**config.mk**
```make
export PLATFORM = sky130hd
export DESIGN_NAME = bus_sequencer
export DESIGN_NICKNAME = d
export VERILOG_FILES = /design/src/rtl/bus_sequencer.sv
export SDC_FILE = /design/constraint.sdc
export NUM_CORES = 1
export LEC_CHECK = 0
export ABC_AREA = 1
export CORE_MARGIN = 2
export CORE_UTILIZATION = 46
export DETAILED_ROUTE_END_ITERATION = 16
export PLACE_DENSITY = 0.78
export RECOVER_POWER = 100
export SLEW_MARGIN = 10
export SYNTH_ARGS = -nofsm -noshare
export SYNTH_HDL_FRONTEND = slang
export SYNTH_SLANG_ARGS = --single-unit
```
**constraint.sdc**
```tcl
create_clock -name clk -period 1.4 [get_ports clk]
set_input_delay 0.21 -clock clk [delete_from_list [all_inputs] [get_ports clk]]
set_output_delay 0.21 -clock clk [all_outputs]
set_load 0.01 [all_outputs]
```
**src/rtl/bus_sequencer.sv**
```systemverilog
// bus_sequencer
//   Two-cycle FETCH/EXEC control sequencer in front of the register file.
//   FETCH puts the ROM on dbus and latches the instruction byte. EXEC
//   enables one bus source and at most one load strobe, or performs a jump.
//   Byte 8'hFF halts the sequencer until reset.
//
//   Instruction byte: ir[7:6] source (00 A, 01 X, 10 ALU, 11 ROM immediate)
//                     ir[5:3] destination (000 A, 001 B, 010 X, 011 Q,
//                             100 jump, 101 jump if flagZ, 110 out, 111 nop)
//                     ir[2:0] ALU function
//
// Ports:
//   clk           system clock, rising edge
//   reset         synchronous, active-high; forces every strobe inactive
//   dbus[7:0]     shared data bus (instruction / immediate / jump target)
//   flagZ         ALU zero flag for the conditional jump
//   step          (SEQUENCER_SINGLE_STEP_EN only) releases one fetch
//   pc            ROM address
//   assertBarRom/A/X/Alu   active-low bus driver enables
//   triggerA/B/X/Q/Out     active-high load enables
//   aluOp[2:0]    ir[2:0]
//   halted        high in HALT
//
// Build option:
//   SEQUENCER_SINGLE_STEP_EN  adds the step input and the FETCH_WAIT state.
module bus_sequencer #(
    parameter int unsigned           PC_WIDTH = 8,
    parameter logic [PC_WIDTH-1:0]   RESET_PC = '0
) (
    input  logic                clk,
    input  logic                reset,
    input  logic [7:0]          dbus,
    input  logic                flagZ,
`ifdef SEQUENCER_SINGLE_STEP_EN
    input  logic                step,
`endif
    output logic [PC_WIDTH-1:0] pc,
    output logic                assertBarRom,
    output logic                assertBarA,
    output logic                assertBarX,
    output logic                assertBarAlu,
    output logic                triggerA,
    output logic                triggerB,
    output logic                triggerX,
    output logic                triggerQ,
    output logic                triggerOut,
    output logic [2:0]          aluOp,
    output logic                halted
);

`ifdef SEQUENCER_SINGLE_STEP_EN
    typedef enum logic [1:0] {FETCH, EXEC, HALT, FETCH_WAIT} seqState_t;
    localparam seqState_t FETCH_ENTRY = FETCH_WAIT;
`else
    typedef enum logic [1:0] {FETCH, EXEC, HALT} seqState_t;
    localparam seqState_t FETCH_ENTRY = FETCH;
`endif

    localparam logic [PC_WIDTH-1:0] PC_ONE = PC_WIDTH'(1);

    seqState_t         state;
    seqState_t         afterExec;
    logic [7:0]        ir;
    logic              srcImm;
    logic              jumpTaken;
    logic [PC_WIDTH-1:0] dbusPc;

    assign srcImm    = (ir[7:6] == 2'b11);
    assign jumpTaken = (ir[5:3] == 3'b100) || ((ir[5:3] == 3'b101) && flagZ);
    assign dbusPc    = PC_WIDTH'(dbus);

`ifdef SEQUENCER_SINGLE_STEP_EN
    // step sampled high at the end of EXEC goes straight to FETCH, so a
    // held step keeps the two-cycle instruction rate.
    assign afterExec = step ? FETCH : FETCH_WAIT;
`else
    assign afterExec = FETCH;
`endif

    always_ff @(posedge clk) begin
        if (reset) begin
            state <= FETCH_ENTRY;
            pc    <= RESET_PC;
            ir    <= '0;
        end else begin
            case (state)
`ifdef SEQUENCER_SINGLE_STEP_EN
                FETCH_WAIT: begin
                    if (step) state <= FETCH;
                end
`endif
                FETCH: begin
                    ir    <= dbus;
                    pc    <= pc + PC_ONE;
                    state <= (dbus == 8'hFF) ? HALT : EXEC;
                end
                EXEC: begin
                    // a taken jump wins over the immediate-operand increment
                    if (jumpTaken)
                        pc <= dbusPc;
                    else if (srcImm)
                        pc <= pc + PC_ONE;
                    state <= afterExec;
                end
                HALT: begin
                    state <= HALT;
                end
                default: begin
                    state <= FETCH_ENTRY;
                end
            endcase
        end
    end

    always_comb begin
        assertBarRom = 1'b1;
        assertBarA   = 1'b1;
        assertBarX   = 1'b1;
        assertBarAlu = 1'b1;
        triggerA     = 1'b0;
        triggerB     = 1'b0;
        triggerX     = 1'b0;
        triggerQ     = 1'b0;
        triggerOut   = 1'b0;
        halted       = 1'b0;
        aluOp        = ir[2:0];
        if (!reset) begin
            case (state)
                FETCH: assertBarRom = 1'b0;
                EXEC: begin
                    case (ir[7:6])
                        2'b00:   assertBarA   = 1'b0;
                        2'b01:   assertBarX   = 1'b0;
                        2'b10:   assertBarAlu = 1'b0;
                        default: assertBarRom = 1'b0;
                    endcase
                    case (ir[5:3])
                        3'b000:  triggerA   = 1'b1;
                        3'b001:  triggerB   = 1'b1;
                        3'b010:  triggerX   = 1'b1;
                        3'b011:  triggerQ   = 1'b1;
                        3'b110:  triggerOut = 1'b1;
                        default: ;
                    endcase
                end
                HALT: halted = 1'b1;
                default: ;
            endcase
        end
    end

endmodule
```
## After elaboration in Yosys (flattened, before gate mapping)

Cells that the tools add are included.
W data, S select, Z words.

| operators by class | value |
|---|---|
| add/subtract/negate cells | 1 |
| equal/unequal tests | 13 |
| mux-type cells | 34 |
| reduce and logical (&&, ||, !) cells | 8 |

Operator list:

| kind | number |
|---|---|
| $mux W1 | 28 |
| $mux W8 | 2 |
| $pmux W8 S2 | 1 |
| $eq A3 B3 Y1 const B | 3 |
| $add A8 B1 Y8 const B | 1 |
| $eq A8 B8 Y1 const B | 1 |
| $eq A2 B2 Y1 const B | 3 |
| $eq A3 B2 Y1 const B | 2 |
| $eq A2 B1 Y1 const B | 2 |
| $logic_not A2 Y1 | 2 |
| $pmux W2 S2 | 1 |
| $eq A3 B1 Y1 const B | 1 |
| $logic_not A3 Y1 | 1 |
| $ne A3 B3 Y1 const B | 1 |
| $reduce_or A3 Y1 | 1 |
| $mux W2 | 1 |
| $pmux W1 S2 | 1 |
| $reduce_and A2 Y1 | 1 |
| $reduce_bool A2 Y1 | 1 |
| $logic_and A1 B1 Y1 | 1 |
| $logic_or A1 B1 Y1 | 1 |

| word-level totals | value |
|---|---|
| flip-flop bits (word level) | 18 |
| input port bits | 11 |
| output and inout bits | 21 |
| logic and storage cells | 59 |

## Depth between registers and ports, before layout

| depth | value |
|---|---|
| depth after elaboration | 5 |
| gate-level depth with buffers | 9 |
| mapped depth without buffers | 9 |

## Worst setup path before layout

OpenSTA, ideal clock, no wires.

| path | value |
|---|---|
| path kind | flip-flop to flip-flop |
| from | reg pc[0] |
| to | reg pc[6] |
| data arrival time | 1.052 ns |
| data required time | 1.282 ns |
| setup slack | 0.230 ns |
| stages on the path, launching flop included | 9 |
| buffers on the path | 0 |
| period minus slack after synthesis | 1.170 ns |
| cell sequence | dfxtp_1 > ha_1 > nand2_1 > nor2_1 > nand2_1 > nand2_1 > nand3_1 > nand2_1 > a21oi_1 |

| between the ends | value |
|---|---|
| word-level cells in the longest chain between the ends | 4 |

RTL lines:

| item | line | source |
|---|---|---|
| start: declaration | 37 | `output logic [PC_WIDTH-1:0] pc,` |
| start signal: assignment | 94 | `pc <= pc + PC_ONE;` |
| start signal: assignment | 100 | `pc <= dbusPc;` |
| start signal: assignment | 102 | `pc <= pc + PC_ONE;` |
| $add A8 B1 Y8 * | 94, 102 |  |
| $mux W8 | 101 | `else if (srcImm)` |
| $mux W8 | 99 | `if (jumpTaken)` |
| $pmux W8 S2 * | 86 | `case (state)` |

Every way passes the cells marked *; elsewhere a longest branch is shown, timed or not. The select of a mux whose other input is x is not followed.
A chain may end at the register's enable or synchronous reset.

## Final worst setup path

| path | value |
|---|---|
| from | reg state[1] |
| to | out assertBarAlu |

| between the ends | value |
|---|---|
| word-level cells in the longest chain between the ends | 3 |

RTL lines:

| item | line | source |
|---|---|---|
| start: declaration | 61 | `seqState_t state;` |
| start signal: assignment | 95 | `state <= (dbus == 8'hFF) ? HALT : EXEC;` |
| start signal: assignment | 103 | `state <= afterExec;` |
| $eq A2 B1 Y1 | 128 | `case (state)` |
| $mux W1 | 128 |  |
| $mux W1 | 127 | `if (!reset) begin` |
| end: declaration | 41 | `output logic assertBarAlu,` |

No other way between the ends.

==> results.ini <==
[cells_and_area]
number_of_diodes_added_for_antenna_fixing = 0
drive_gt1_frac = 0.368
filler_cell_count_in_the_final_layout = 174
final_cells = 237
final_nets = 222
areaGrowthSynthToFinish_pct = 55.8
post-route-util = 0.756

[timing]
holdWs_ns = 0.313
grt_setup_unrepaired = true
finalWorstSetupSlack_ns = -0.0183
setup_tns_ns = -0.0274
timing.final.crit_period_ns = 1.42
period_share = 1.01
finalClockSkew_ns = 0.00258
final-max-slew-violation-count = 0
max_clock_freq_ghz = 0.705
timing_hold_violations_final = 0
max_slew_margin = 0.774
finalSetupViolCount = 4
tightest_slew_ns = 0.340

[setup_path]
ff2ff_path_depth = 9
critPathCaptureType = output pin
worst-endpoint-required_ns = 1.19
r2r_slack_ns = -0.01
crit_fanout = 7
critical_path_arrival_ns = 1.21
start_kind = flip-flop
timing.setup.critical_path_class = flip-flop to output pin
worstReg2RegEnd = pc[6]
timing.rr.start = ir[5]

[power]
power_frac_seq = 0.450
p_clk_frac = 0.250
netSwitchingPower_uw = 424
leakage_nw = 0.766
internal_cell_power_uw = 896
comb_power_share = 0.300
ir_drop_mv = 0.630
power_per_cell_area_nw_per_um2 = 789
sw_frac_of_total = 0.321

[floorplan]
die-height_um = 52.3
die-area_um2 = 2740
top_level_port_count = 32
dieWidth_um = 52.3
row_count = 17
effective_utilization_at_floorplan = 0.485
core_um2 = 2210

[worst_hold_path]
min_path_type = input port to flip-flop
worstHoldStart = reset
holdPathEnd = state[0]
worstHoldPathCells = 4

[routing]
drt_first_iter_violations = 27
post_drt_wl_per_cell_um = 13.8
drcViolationCount = 0
vias_per_cell = 5.40
vias = 1279
drt_first_pass_iters = 5
drt_wl_total_mm = 3.27
antenna_violating_nets_post_route = 0

[logic_synthesis]
synth-adder-area-share = 0.0117
yosys.area.top_type = sky130_fd_sc_hd__dfxtp_1
synthCells = 158
synthDistinctLibCells = 27
synth-edff-count = 0
mean_cell_area_of_the_mapped_netlist_um2 = 6.79
synth_compound_gate_area_share = 0.132
synth_largest_type_area_fraction = 0.336
ys_async_sr_fraction = 0
yosys_warnings = 0
netlist_area_um2 = 1070
synth_area_in_xor_xnor = 0
post-synth-top-count-cell = sky130_fd_sc_hd__nand2_1
syn_nets = 170
dominantRegCellSynth = sky130_fd_sc_hd__dfxtp_1
ys_seq_elements = 18
post_synth_main_area_contributors = sky130_fd_sc_hd__dfxtp_1, sky130_fd_sc_hd__nand3_1, sky130_fd_sc_hd__nand2_1
synth_commonest_cells = sky130_fd_sc_hd__nand2_1, sky130_fd_sc_hd__nand3_1, sky130_fd_sc_hd__inv_1, sky130_fd_sc_hd__nor2_1, sky130_fd_sc_hd__dfxtp_1
synth_simple_gate_area_share = 0.394
synth.mux.area_fraction = 0
seq_area_frac_synth = 0.336
synth_top_family_by_area = simple AND/OR/NAND/NOR gates

[place]
port_buffers = 31
place.detailed.hpwl_mm = 2.27
placed_cell_count = 228
gp_congestion = 0.846

[cts]
ctsHoldBuffers = 0
num_cts_buffers = 3
worstSkewPairLatency_ns = 0.30
clock-root-buffer = sky130_fd_sc_hd__clkbuf_4
cts_buffer_depth = 2
clock_sink_count = 18
tritoncts_clock_tree = built
path_clk_slew_ns = 0.11
htree_levels = 1

[global_route]
grt_pass1_wl_mm = 4.91
gr-total-overflow = 0
gr-usage-all-layers = 0.245
antenna_found_initial = 0
first_global_vias = 1158
grt_start_max_net_pins = 19

[run]
cap_violations = 0

[status]
violations = negative setup slack
outcome = finished with violations

## worst max-delay path, stage by stage (launching register included)
cell                      delay (ns)
sky130_fd_sc_hd__dfxtp_2        0.34
sky130_fd_sc_hd__inv_2          0.08
sky130_fd_sc_hd__nand2_4        0.10
sky130_fd_sc_hd__nor2_4         0.17
sky130_fd_sc_hd__nand3_2        0.09
sky130_fd_sc_hd__buf_6          0.13
## logic make-up after synthesis
logic type | count (synthesis)
AO/OA/AOI/OAI | 25
flip-flops | 18
buffers and inverters | 31
AND/OR/NAND/NOR | 83
adder cells (fa/ha/maj) | 1
## power by group through the flow
stage	Combinational [mW]	Sequential, mW	Clock, mW
after global placement	0.339	0.595	0
after CTS	0.345	0.590	0.330
after floorplan	0.172	0.604	0
final	0.396	0.595	0.330
after detailed placement	0.352	0.597	0
after global routing	0.431	0.602	0.344
## layer usage
layer	routed length, µm	up-vias	track usage
met1	1300	596	0.263
li1	-	624	-
met2	1770	47	0.454
met4	72	0	0.124
met3	124	12	0.0371
met5	0	-	0
## sequential cells by signal, indices dropped and copies added (netlist names)
| name | cells |
|---|---|
| ir | 8 |
| pc | 8 |
| state | 2 |
## cell type report
type	count	area, µm²	share of cell area
Clock buffer	4	36.3	0.0217
Inverter	25	93.8	0.0561
Multi-Input combinational cell	110	701	0.419
Sequential cell	18	378	0.226
Tap cell	28	35.0	0.0209
Timing Repair Buffer	52	429	0.257
## through the flow
stage               power (mW)  setup slack, ns  cell area [µm²]
floorplan                0.776            0.230             1070
global placement         0.934           -0.472             1500
detailed placement       0.949           -0.558             1500
CTS                       1.26          0.00818             1540
global route              1.38           -0.116             1670
finish                    1.32          -0.0183             1670
## how the worst max path moves through the flow
stage | startpoint | endpoint | cells after the start
after global placement | reset | triggerB | 5
after floorplan | pc[0] | pc[6] | 8
after global routing | state[1] | pc[6] | 10
after CTS | state[0] | halted | 4
final | state[1] | assertBarAlu | 5
after detailed placement | reset | triggerB | 5
## cells in the final DEF, fill, tap and decap left out, types with 6 or more instances in the layout
cell | synthesis | final
sky130_fd_sc_hd__a21oi_1 | 9 | 7
sky130_fd_sc_hd__buf_4 | 3 | 17
sky130_fd_sc_hd__nand3_1 | 21 | 16
sky130_fd_sc_hd__inv_1 | 20 | 21
sky130_fd_sc_hd__o21ai_0 | 11 | 10
sky130_fd_sc_hd__nor2_1 | 19 | 15
sky130_fd_sc_hd__clkdlybuf4s50_1 | 0 | 9
sky130_fd_sc_hd__nand3_2 | 1 | 6
sky130_fd_sc_hd__buf_6 | 1 | 6
sky130_fd_sc_hd__nand2_1 | 23 | 21
sky130_fd_sc_hd__dfxtp_1 | 18 | 6
sky130_fd_sc_hd__dfxtp_2 | 0 | 11
sky130_fd_sc_hd__buf_2 | 1 | 6
sky130_fd_sc_hd__dlygate4sd2_1 | 0 | 8
## repair_timing
item / CTS / global route
setup buffers: 0 / 4
pin swaps: 1 / 7
endpoints found under the setup margin: 21 / 17
cloned: 0 / 1
gates resized for setup: 65 / 32
Note: power is estimated with default switching activity, not from simulation.
